===== config.mk =====
export PLATFORM = sky130hd
export DESIGN_NAME = retire_unit_flat
export DESIGN_NICKNAME = d
export VERILOG_FILES = /design/src/rtl/retire_pkg.sv /design/src/rtl/retire_unit_if.sv /design/src/rtl/arf_regfile.sv /design/src/rtl/retire_unit.sv /design/src/flat_wrapper.sv
export SDC_FILE = /design/constraint.sdc
export NUM_CORES = 2
export LEC_CHECK = 0
export ABC_AREA = 1
export CORE_MARGIN = 5
export CORE_UTILIZATION = 27
export DETAILED_ROUTE_END_ITERATION = 16
export GPL_TIMING_DRIVEN = 1
export MAX_ROUTING_LAYER = met4
export PLACE_DENSITY_LB_ADDON = 0.05
export SLEW_MARGIN = 40
export SYNTH_ARGS = -nofsm -noshare
export SYNTH_HDL_FRONTEND = slang
export SYNTH_SLANG_ARGS = --single-unit

===== constraint.sdc =====
create_clock -name clk -period 3.24 [get_ports clk]
set_input_delay 0.486 -clock clk [delete_from_list [all_inputs] [get_ports clk]]
set_output_delay 0.486 -clock clk [all_outputs]
set_load 0.01 [all_outputs]

===== src/rtl/retire_pkg.sv =====
// Shared types and constants for the in-order retire unit and its register file.
package retire_pkg;

  localparam logic [31:0] EXC_VECTOR = 32'hBFC0_0380;

  typedef enum logic [1:0] {
    RUN     = 2'd0,
    WAIT_DS = 2'd1,
    FLUSH   = 2'd2
  } retire_state_e;

  typedef struct packed {
    logic [31:0] pc;
    logic        wen;
    logic [4:0]  dst;
    logic [31:0] data;
    logic        exc;
    logic        taken;
    logic [31:0] target;
  } retire_slot_t;

  // A consumed slot updates architectural state only if it is a clean write to a real register.
  function automatic logic slot_writes(input retire_slot_t s);
    return s.wen && !s.exc && (s.dst != 5'd0);
  endfunction

endpackage


===== src/rtl/retire_unit_if.sv =====
// ROB-to-retire handshake: per-slot retire bundle plus ready/consumed-count feedback.
interface retire_unit_if #(
  parameter int ISSUE_WIDTH = 2
);
  localparam int CNT_W = $clog2(ISSUE_WIDTH + 1);

  logic [ISSUE_WIDTH-1:0]       ret_valid;
  logic [ISSUE_WIDTH-1:0][31:0] ret_pc;
  logic [ISSUE_WIDTH-1:0]       ret_wen;
  logic [ISSUE_WIDTH-1:0][4:0]  ret_dst;
  logic [ISSUE_WIDTH-1:0][31:0] ret_data;
  logic [ISSUE_WIDTH-1:0]       ret_exc;
  logic [ISSUE_WIDTH-1:0]       ret_taken;
  logic [ISSUE_WIDTH-1:0][31:0] ret_target;
  logic                         ret_ready;
  logic [CNT_W-1:0]             retired_cnt;

  modport master (
    output ret_valid, ret_pc, ret_wen, ret_dst, ret_data, ret_exc, ret_taken, ret_target,
    input  ret_ready, retired_cnt
  );

  modport slave (
    input  ret_valid, ret_pc, ret_wen, ret_dst, ret_data, ret_exc, ret_taken, ret_target,
    output ret_ready, retired_cnt
  );

endinterface


===== src/rtl/arf_regfile.sv =====
// Architectural register file: 32x32, multi-port write (highest port wins), 2 async reads.
module arf_regfile #(
  parameter int NUM_WR = 2
) (
  input  logic                    clk,
  input  logic                    resetn,
  input  logic [NUM_WR-1:0]       we,
  input  logic [NUM_WR-1:0][4:0]  waddr,
  input  logic [NUM_WR-1:0][31:0] wdata,
  input  logic [1:0][4:0]         raddr,
  output logic [1:0][31:0]        rdata
);

  logic [31:0] regs [32];

  // NOTE: the storage is reset because architectural state must read 0 after reset;
  // this forces flops rather than a RAM macro, which is acceptable at 32 entries.
  always_ff @(posedge clk) begin
    if (!resetn) begin
      for (int i = 0; i < 32; i++) regs[i] <= '0;
    end else begin
      // Later non-blocking assignments win, giving the highest-numbered port priority.
      for (int p = 0; p < NUM_WR; p++) begin
        if (we[p] && (waddr[p] != 5'd0)) regs[waddr[p]] <= wdata[p];
      end
    end
  end

  always_comb begin
    for (int r = 0; r < 2; r++) begin
      rdata[r] = (raddr[r] == 5'd0) ? 32'd0 : regs[raddr[r]];
    end
  end

endmodule


===== src/rtl/retire_unit.sv =====
// In-order retire stage: commits ROB slots, resolves exceptions and delayed branches, flushes.
module retire_unit
  import retire_pkg::*;
#(
  parameter int          ISSUE_WIDTH = 2,
  parameter logic [31:0] EXC_VECTOR  = retire_pkg::EXC_VECTOR
) (
  input  logic             clk,
  input  logic             resetn,
  retire_unit_if.slave     rif,
  input  logic [1:0][4:0]  rd_addr,
  output logic [1:0][31:0] rd_data,
  output logic             flush,
  output logic [31:0]      redirect_pc,
  output logic [31:0]      epc
);

  localparam int CNT_W = $clog2(ISSUE_WIDTH + 1);

  retire_state_e state_q, state_d;
  retire_slot_t  slot [ISSUE_WIDTH];

  logic [CNT_W-1:0]             slot_cnt;
  logic [ISSUE_WIDTH-1:0]       wr_en;
  logic [ISSUE_WIDTH-1:0][4:0]  wr_addr;
  logic [ISSUE_WIDTH-1:0][31:0] wr_data;
  logic        epc_set, redir_set, lat_set;
  logic [31:0] epc_nxt, redir_nxt, lat_pc_nxt, lat_tgt_nxt;
  logic [31:0] lat_pc_q, lat_tgt_q;
  logic        stop, ds_pending;
  logic [31:0] br_pc, br_tgt;

  always_comb begin
    for (int k = 0; k < ISSUE_WIDTH; k++) begin
      slot[k].pc     = rif.ret_pc[k];
      slot[k].wen    = rif.ret_wen[k];
      slot[k].dst    = rif.ret_dst[k];
      slot[k].data   = rif.ret_data[k];
      slot[k].exc    = rif.ret_exc[k];
      slot[k].taken  = rif.ret_taken[k];
      slot[k].target = rif.ret_target[k];
      wr_addr[k]     = rif.ret_dst[k];
      wr_data[k]     = rif.ret_data[k];
    end
  end

  // NOTE: state and datapath registers use non-blocking assignments so every flop
  // samples pre-edge values regardless of process ordering.
  always_ff @(posedge clk) begin
    if (!resetn) state_q <= RUN;
    else         state_q <= state_d;
  end

  // NOTE: every variable gets a default first so no path leaves one unassigned (no latches).
  always_comb begin
    state_d     = state_q;
    slot_cnt    = '0;
    wr_en       = '0;
    epc_set     = 1'b0;
    epc_nxt     = '0;
    redir_set   = 1'b0;
    redir_nxt   = '0;
    lat_set     = 1'b0;
    lat_pc_nxt  = '0;
    lat_tgt_nxt = '0;
    stop        = 1'b0;
    ds_pending  = 1'b0;
    br_pc       = '0;
    br_tgt      = '0;
    unique case (state_q)
      RUN: begin
        for (int k = 0; k < ISSUE_WIDTH; k++) begin
          if (!stop && rif.ret_valid[k]) begin
            slot_cnt = CNT_W'(k + 1);
            if (ds_pending) begin
              // Delay slot of a taken branch in the same group; it ends the group either way.
              stop      = 1'b1;
              state_d   = FLUSH;
              redir_set = 1'b1;
              if (slot[k].exc) begin
                epc_set   = 1'b1;
                epc_nxt   = br_pc;
                redir_nxt = EXC_VECTOR;
              end else begin
                wr_en[k]  = slot_writes(slot[k]);
                redir_nxt = br_tgt;
              end
            end else if (slot[k].exc) begin
              stop      = 1'b1;
              state_d   = FLUSH;
              epc_set   = 1'b1;
              epc_nxt   = slot[k].pc;
              redir_set = 1'b1;
              redir_nxt = EXC_VECTOR;
            end else begin
              wr_en[k] = slot_writes(slot[k]);
              if (slot[k].taken) begin
                ds_pending = 1'b1;
                br_pc      = slot[k].pc;
                br_tgt     = slot[k].target;
              end
            end
          end
        end
        if (ds_pending && !stop) begin
          lat_set     = 1'b1;
          lat_pc_nxt  = br_pc;
          lat_tgt_nxt = br_tgt;
          state_d     = WAIT_DS;
        end
      end
      WAIT_DS: begin
        if (rif.ret_valid[0]) begin
          slot_cnt  = CNT_W'(1);
          state_d   = FLUSH;
          redir_set = 1'b1;
          if (slot[0].exc) begin
            epc_set   = 1'b1;
            epc_nxt   = lat_pc_q;
            redir_nxt = EXC_VECTOR;
          end else begin
            wr_en[0]  = slot_writes(slot[0]);
            redir_nxt = lat_tgt_q;
          end
        end
      end
      FLUSH:   state_d = RUN;
      default: state_d = RUN;
    endcase
  end

  always_comb begin
    rif.ret_ready   = resetn && (state_q != FLUSH);
    rif.retired_cnt = rif.ret_ready ? slot_cnt : '0;
    flush           = (state_q == FLUSH);
  end

  always_ff @(posedge clk) begin
    if (!resetn) begin
      epc         <= '0;
      redirect_pc <= '0;
      lat_pc_q    <= '0;
      lat_tgt_q   <= '0;
    end else begin
      if (epc_set)   epc         <= epc_nxt;
      if (redir_set) redirect_pc <= redir_nxt;
      if (lat_set) begin
        lat_pc_q  <= lat_pc_nxt;
        lat_tgt_q <= lat_tgt_nxt;
      end
    end
  end

  arf_regfile #(.NUM_WR(ISSUE_WIDTH)) u_arf (
    .clk    (clk),
    .resetn (resetn),
    .we     (wr_en),
    .waddr  (wr_addr),
    .wdata  (wr_data),
    .raddr  (rd_addr),
    .rdata  (rd_data)
  );

endmodule


===== src/flat_wrapper.sv =====
// flat-port wrapper written by rule: the top's interface ports become plain ports
module retire_unit_flat import retire_pkg::*;
#(
  parameter int          ISSUE_WIDTH = 2,
  parameter logic [31:0] EXC_VECTOR  = retire_pkg::EXC_VECTOR
)
  (clk, resetn, rd_addr, rd_data, flush, redirect_pc, epc, rif_ret_valid, rif_ret_pc, rif_ret_wen, rif_ret_dst, rif_ret_data, rif_ret_exc, rif_ret_taken, rif_ret_target, rif_ret_ready, rif_retired_cnt);
  retire_unit_if #(.ISSUE_WIDTH(ISSUE_WIDTH)) rif_i ();
  input  logic clk;
  input  logic resetn;
  input  logic [1:0][4:0] rd_addr;
  output logic [1:0][31:0] rd_data;
  output logic flush;
  output logic [31:0] redirect_pc;
  output logic [31:0] epc;
  input wire logic [$bits(rif_i.ret_valid)-1:0] rif_ret_valid;
  input wire logic [$bits(rif_i.ret_pc)-1:0] rif_ret_pc;
  input wire logic [$bits(rif_i.ret_wen)-1:0] rif_ret_wen;
  input wire logic [$bits(rif_i.ret_dst)-1:0] rif_ret_dst;
  input wire logic [$bits(rif_i.ret_data)-1:0] rif_ret_data;
  input wire logic [$bits(rif_i.ret_exc)-1:0] rif_ret_exc;
  input wire logic [$bits(rif_i.ret_taken)-1:0] rif_ret_taken;
  input wire logic [$bits(rif_i.ret_target)-1:0] rif_ret_target;
  output wire logic [$bits(rif_i.ret_ready)-1:0] rif_ret_ready;
  output wire logic [$bits(rif_i.retired_cnt)-1:0] rif_retired_cnt;
  assign rif_i.ret_valid = rif_ret_valid;
  assign rif_i.ret_pc = rif_ret_pc;
  assign rif_i.ret_wen = rif_ret_wen;
  assign rif_i.ret_dst = rif_ret_dst;
  assign rif_i.ret_data = rif_ret_data;
  assign rif_i.ret_exc = rif_ret_exc;
  assign rif_i.ret_taken = rif_ret_taken;
  assign rif_i.ret_target = rif_ret_target;
  assign rif_ret_ready = rif_i.ret_ready;
  assign rif_retired_cnt = rif_i.retired_cnt;
  retire_unit #(.ISSUE_WIDTH(ISSUE_WIDTH), .EXC_VECTOR(EXC_VECTOR)) u_core (.clk(clk), .resetn(resetn), .rif(rif_i), .rd_addr(rd_addr), .rd_data(rd_data), .flush(flush), .redirect_pc(redirect_pc), .epc(epc));
endmodule

==> results.json <==
{
  "status": "finished with violations",
  "violations": "setup timing",
  "rsz0062_at_grt": "true",
  "hold_violations": 0,
  "worst_hold_slack_ns": 0.2062,
  "relSlewSlack_pct": 38.28,
  "crit_family": "simple AND/OR/NAND/NOR gates",
  "crit_start": "u_core.u_arf.regs[19][11]$_DFFE_PP_",
  "route.detailed.drc": 0,
  "fin_nets": 11010,
  "synth_edf_count": 1024,
  "reg2regPathDepth": 10,
  "layout_common_cells": "nand2_1 (3898), nand3_1 (2246), edfxtp_1 (1024)",
  "cpMostUsedCell": "nand2_1",
  "io_pins": 354,
  "clock_path_buffers": 3,
  "wl_per_cell_um": 34.43,
  "fillerInstances": 28120,
  "vias": 82420,
  "layout_commonest_cell": "nand2_1",
  "dp_cells": 14160,
  "endpoint": "rd_data[11]",
  "syn_area_mm2": 0.07243,
  "place_congestion": 0.9624,
  "fin_cells": 14500,
  "cts_made_buffers": 155,
  "cts.reportedPaths.clkPinSlew_ns": 0.06,
  "worst_pin_slew_ns": 0.9229,
  "grt_overflow_total": 0,
  "r2r_start": "u_core.state_q[1]$_SDFFE_PN0P_",
  "cp-start-kind": "flip-flop",
  "dieWidth_um": 527.9,
  "cp_data_arrival_time_ns": 2.76,
  "final_core_util_pct": 35.27,
  "ys_seq_elements": 1154,
  "async_flop_share_pct": 0,
  "cp_num_buf_inv": 1,
  "slowest_delay_ns": 0.53,
  "grt_pass1_wl_um": 665800,
  "first_pass_iters": 8,
  "worstPathRequired_ns": 2.75,
  "antenna_found_initial": 60,
  "clock_latency_ns": 0.85,
  "yosysSeqAreaShare_pct": 46.05,
  "portBuffers": 353,
  "wl_um": 499200,
  "coreArea_mm2": 0.2674,
  "drt_iter0_drc": 12240,
  "rows": 190,
  "setup_viol": 2,
  "post-route-period-util_pct": 100.3,
  "crit_chain": "nand2_1 -> nand3_1 -> nand3_1 -> nand2_2 -> nand2_1 -> nand3_2 -> nand2_1 -> nor2_4 -> clkdlybuf4s15_2",
  "pwr_density_cell_mw_per_mm2": 454.8,
  "r2r-end": "u_core.u_arf.regs[24][3]$_DFFE_PP_",
  "crit_type": "flip-flop to output pin",
  "setup_ws_ns": -0.008873,
  "finalCriticalPeriod_ns": 3.249,
  "maxSlewViolCount": 0,
  "dieArea_mm2": 0.2787,
  "area_growth_pct": 30.26,
  "drv_cap": 0,
  "grt_pass1_vias": 75190,
  "cts.sinks": 1154,
  "cts_tree": "done",
  "start_util_pct": 27.08,
  "cts.htree.levels": 4,
  "cp_slowest_cell": "edfxtp_1",
  "reg2reg_slack_ns": 0.62,
  "cts-root-buf": "clkbuf_16",
  "clock_skew_ns": 0.02256,
  "vias_per_cell": 5.685,
  "drive_above_1_share_pct": 13.82,
  "yosys_warnings": 0,
  "grt.total_usage_pct": 35.47,
  "ant_nets": 0,
  "vdd_drop_max_uv": 584.3,
  "synthCells": 10280,
  "ys.flop_type": "edfxtp_1",
  "syn_avg_cell_area_um2": 7.048,
  "power_mw": 42.91,
  "cp-end-kind": "output pin",
  "holdCritPathClass": "input pin to flip-flop",
  "critical_path_depth": 9,
  "worst-path-max-fanout": 2,
  "ys_types": 33,
  "max_freq_ghz": 0.3078,
  "die_y_um": 527.9,
  "static-leakage-power_nw": 38.81,
  "grt_start_max_net_pins": 77,
  "dp_hpwl_um": 346700
}
==> report_power, final <==
part           switching, mW  internal, mW  leakage, nW
registers              0.436          16.8         11.4
clock network           7.57          9.90         2.42
logic                   5.64          2.54         25.0
==> area by class of cell <==
| type | count | area (µm²) | share of cell area [%] |
|---|---|---|---|
| multi-input cells | 7925 | 35490 | 37.62 |
| flip-flops and latches | 1154 | 33350 | 35.35 |
| repair buffers | 1332 | 15140 | 16.05 |
| well taps | 3552 | 4444 | 4.711 |
| clock buffers | 197 | 4208 | 4.460 |
| inverters | 215 | 872.1 | 0.9244 |
| clock inverters | 85 | 734.5 | 0.7785 |
| diodes | 39 | 97.59 | 0.1034 |
==> cell usage after synthesis (12+ instances only) <==
master    count  area [µm²]
nor2_1      461        1730
clkbuf_1    729        2736
a21oi_1     219        1096
inv_2        14       52.55
nand3b_1     43       322.8
o21ai_0     795        3979
a31oi_1      20       125.1
buf_2       144       720.7
inv_1       194       728.2
dfxtp_1     130        2603
nand3_2      12       120.1
buf_1       137       514.2
o22ai_1      25       156.4
edfxtp_1   1024       30750
nand2_1    3964       14880
nand3_1    2305       11540
==> state kept, by name, indices dropped and copies added (netlist names) <==
name and cells:
u_core.state_q 2, u_core.epc 32, u_core.u_arf.regs 1024, u_core.lat_pc_q 32, u_core.lat_tgt_q 32, u_core.redirect_pc 32
==> per-layer routing <==
layer  global-route usage, %  up-vias  routed length, µm
li1                        -    35510                  -
met2                   52.06     5312             214300
met1                   47.19    40640             208500
met3                   6.890      959              49220
met5                       -        -                  0
met4                   16.29        0              27170
==> metrics by stage <==
step	TNS (ns)	area, µm²	worst slack, ns
after CTS	-0.02978	94040	-0.02978
after global routing	-0.05582	94320	-0.03778
final	-0.01216	94340	-0.008873
after global placement	-25.27	88220	-0.8795
after detailed placement	-18.40	88360	-0.8370
after floorplan	0	72540	0.04890
==> worst register-to-register path: cells and delay by family (launching register included) <==
kind,cells,cell delay [ns]
and+or+nand+nor,6,1.29
buffers and inverters,4,0.63
DFF,1,0.36
==> kinds of logic (layout without fill, tap and decap cells) <==
kind of cell	after synthesis	count (layout)	share of synthesized area, %
and+or+nand+nor	6814	6814	39.74
buffers and inverters	1228	1829	6.634
DFF	1154	1154	46.05
AOI/OAI and AO/OA	1079	1079	7.572
other	1	71	0.005178
==> timing repair <==
action | in CTS | in global routing
gates cloned | 5 | 2
resized for setup | 207 | 54
pin swaps | 16 | 5
endpoints found under the hold margin | 11 | 0
hold buffers | 1 | 0
endpoints found under the setup margin | 55 | 32
buffers inserted | 3 | 5
==> worst min-delay path by stage <==
stage,startpoint,endpoint,depth (start not counted)
after CTS,rif_ret_data[30],u_core.u_arf.regs[18][30]$_DFFE_PP_,4
after floorplan,u_core.lat_tgt_q[26]$_SDFFE_PN0P_,u_core.lat_tgt_q[26]$_SDFFE_PN0P_,2
final,rif_ret_data[30],u_core.u_arf.regs[18][30]$_DFFE_PP_,4
after detailed placement,u_core.redirect_pc[21]$_SDFFE_PN0P_,u_core.redirect_pc[21]$_SDFFE_PN0P_,2
after global routing,rif_ret_data[30],u_core.u_arf.regs[17][30]$_DFFE_PP_,4
after global placement,u_core.lat_tgt_q[0]$_SDFFE_PN0P_,u_core.lat_tgt_q[0]$_SDFFE_PN0P_,2
Note: power is estimated with default switching activity, not from simulation.
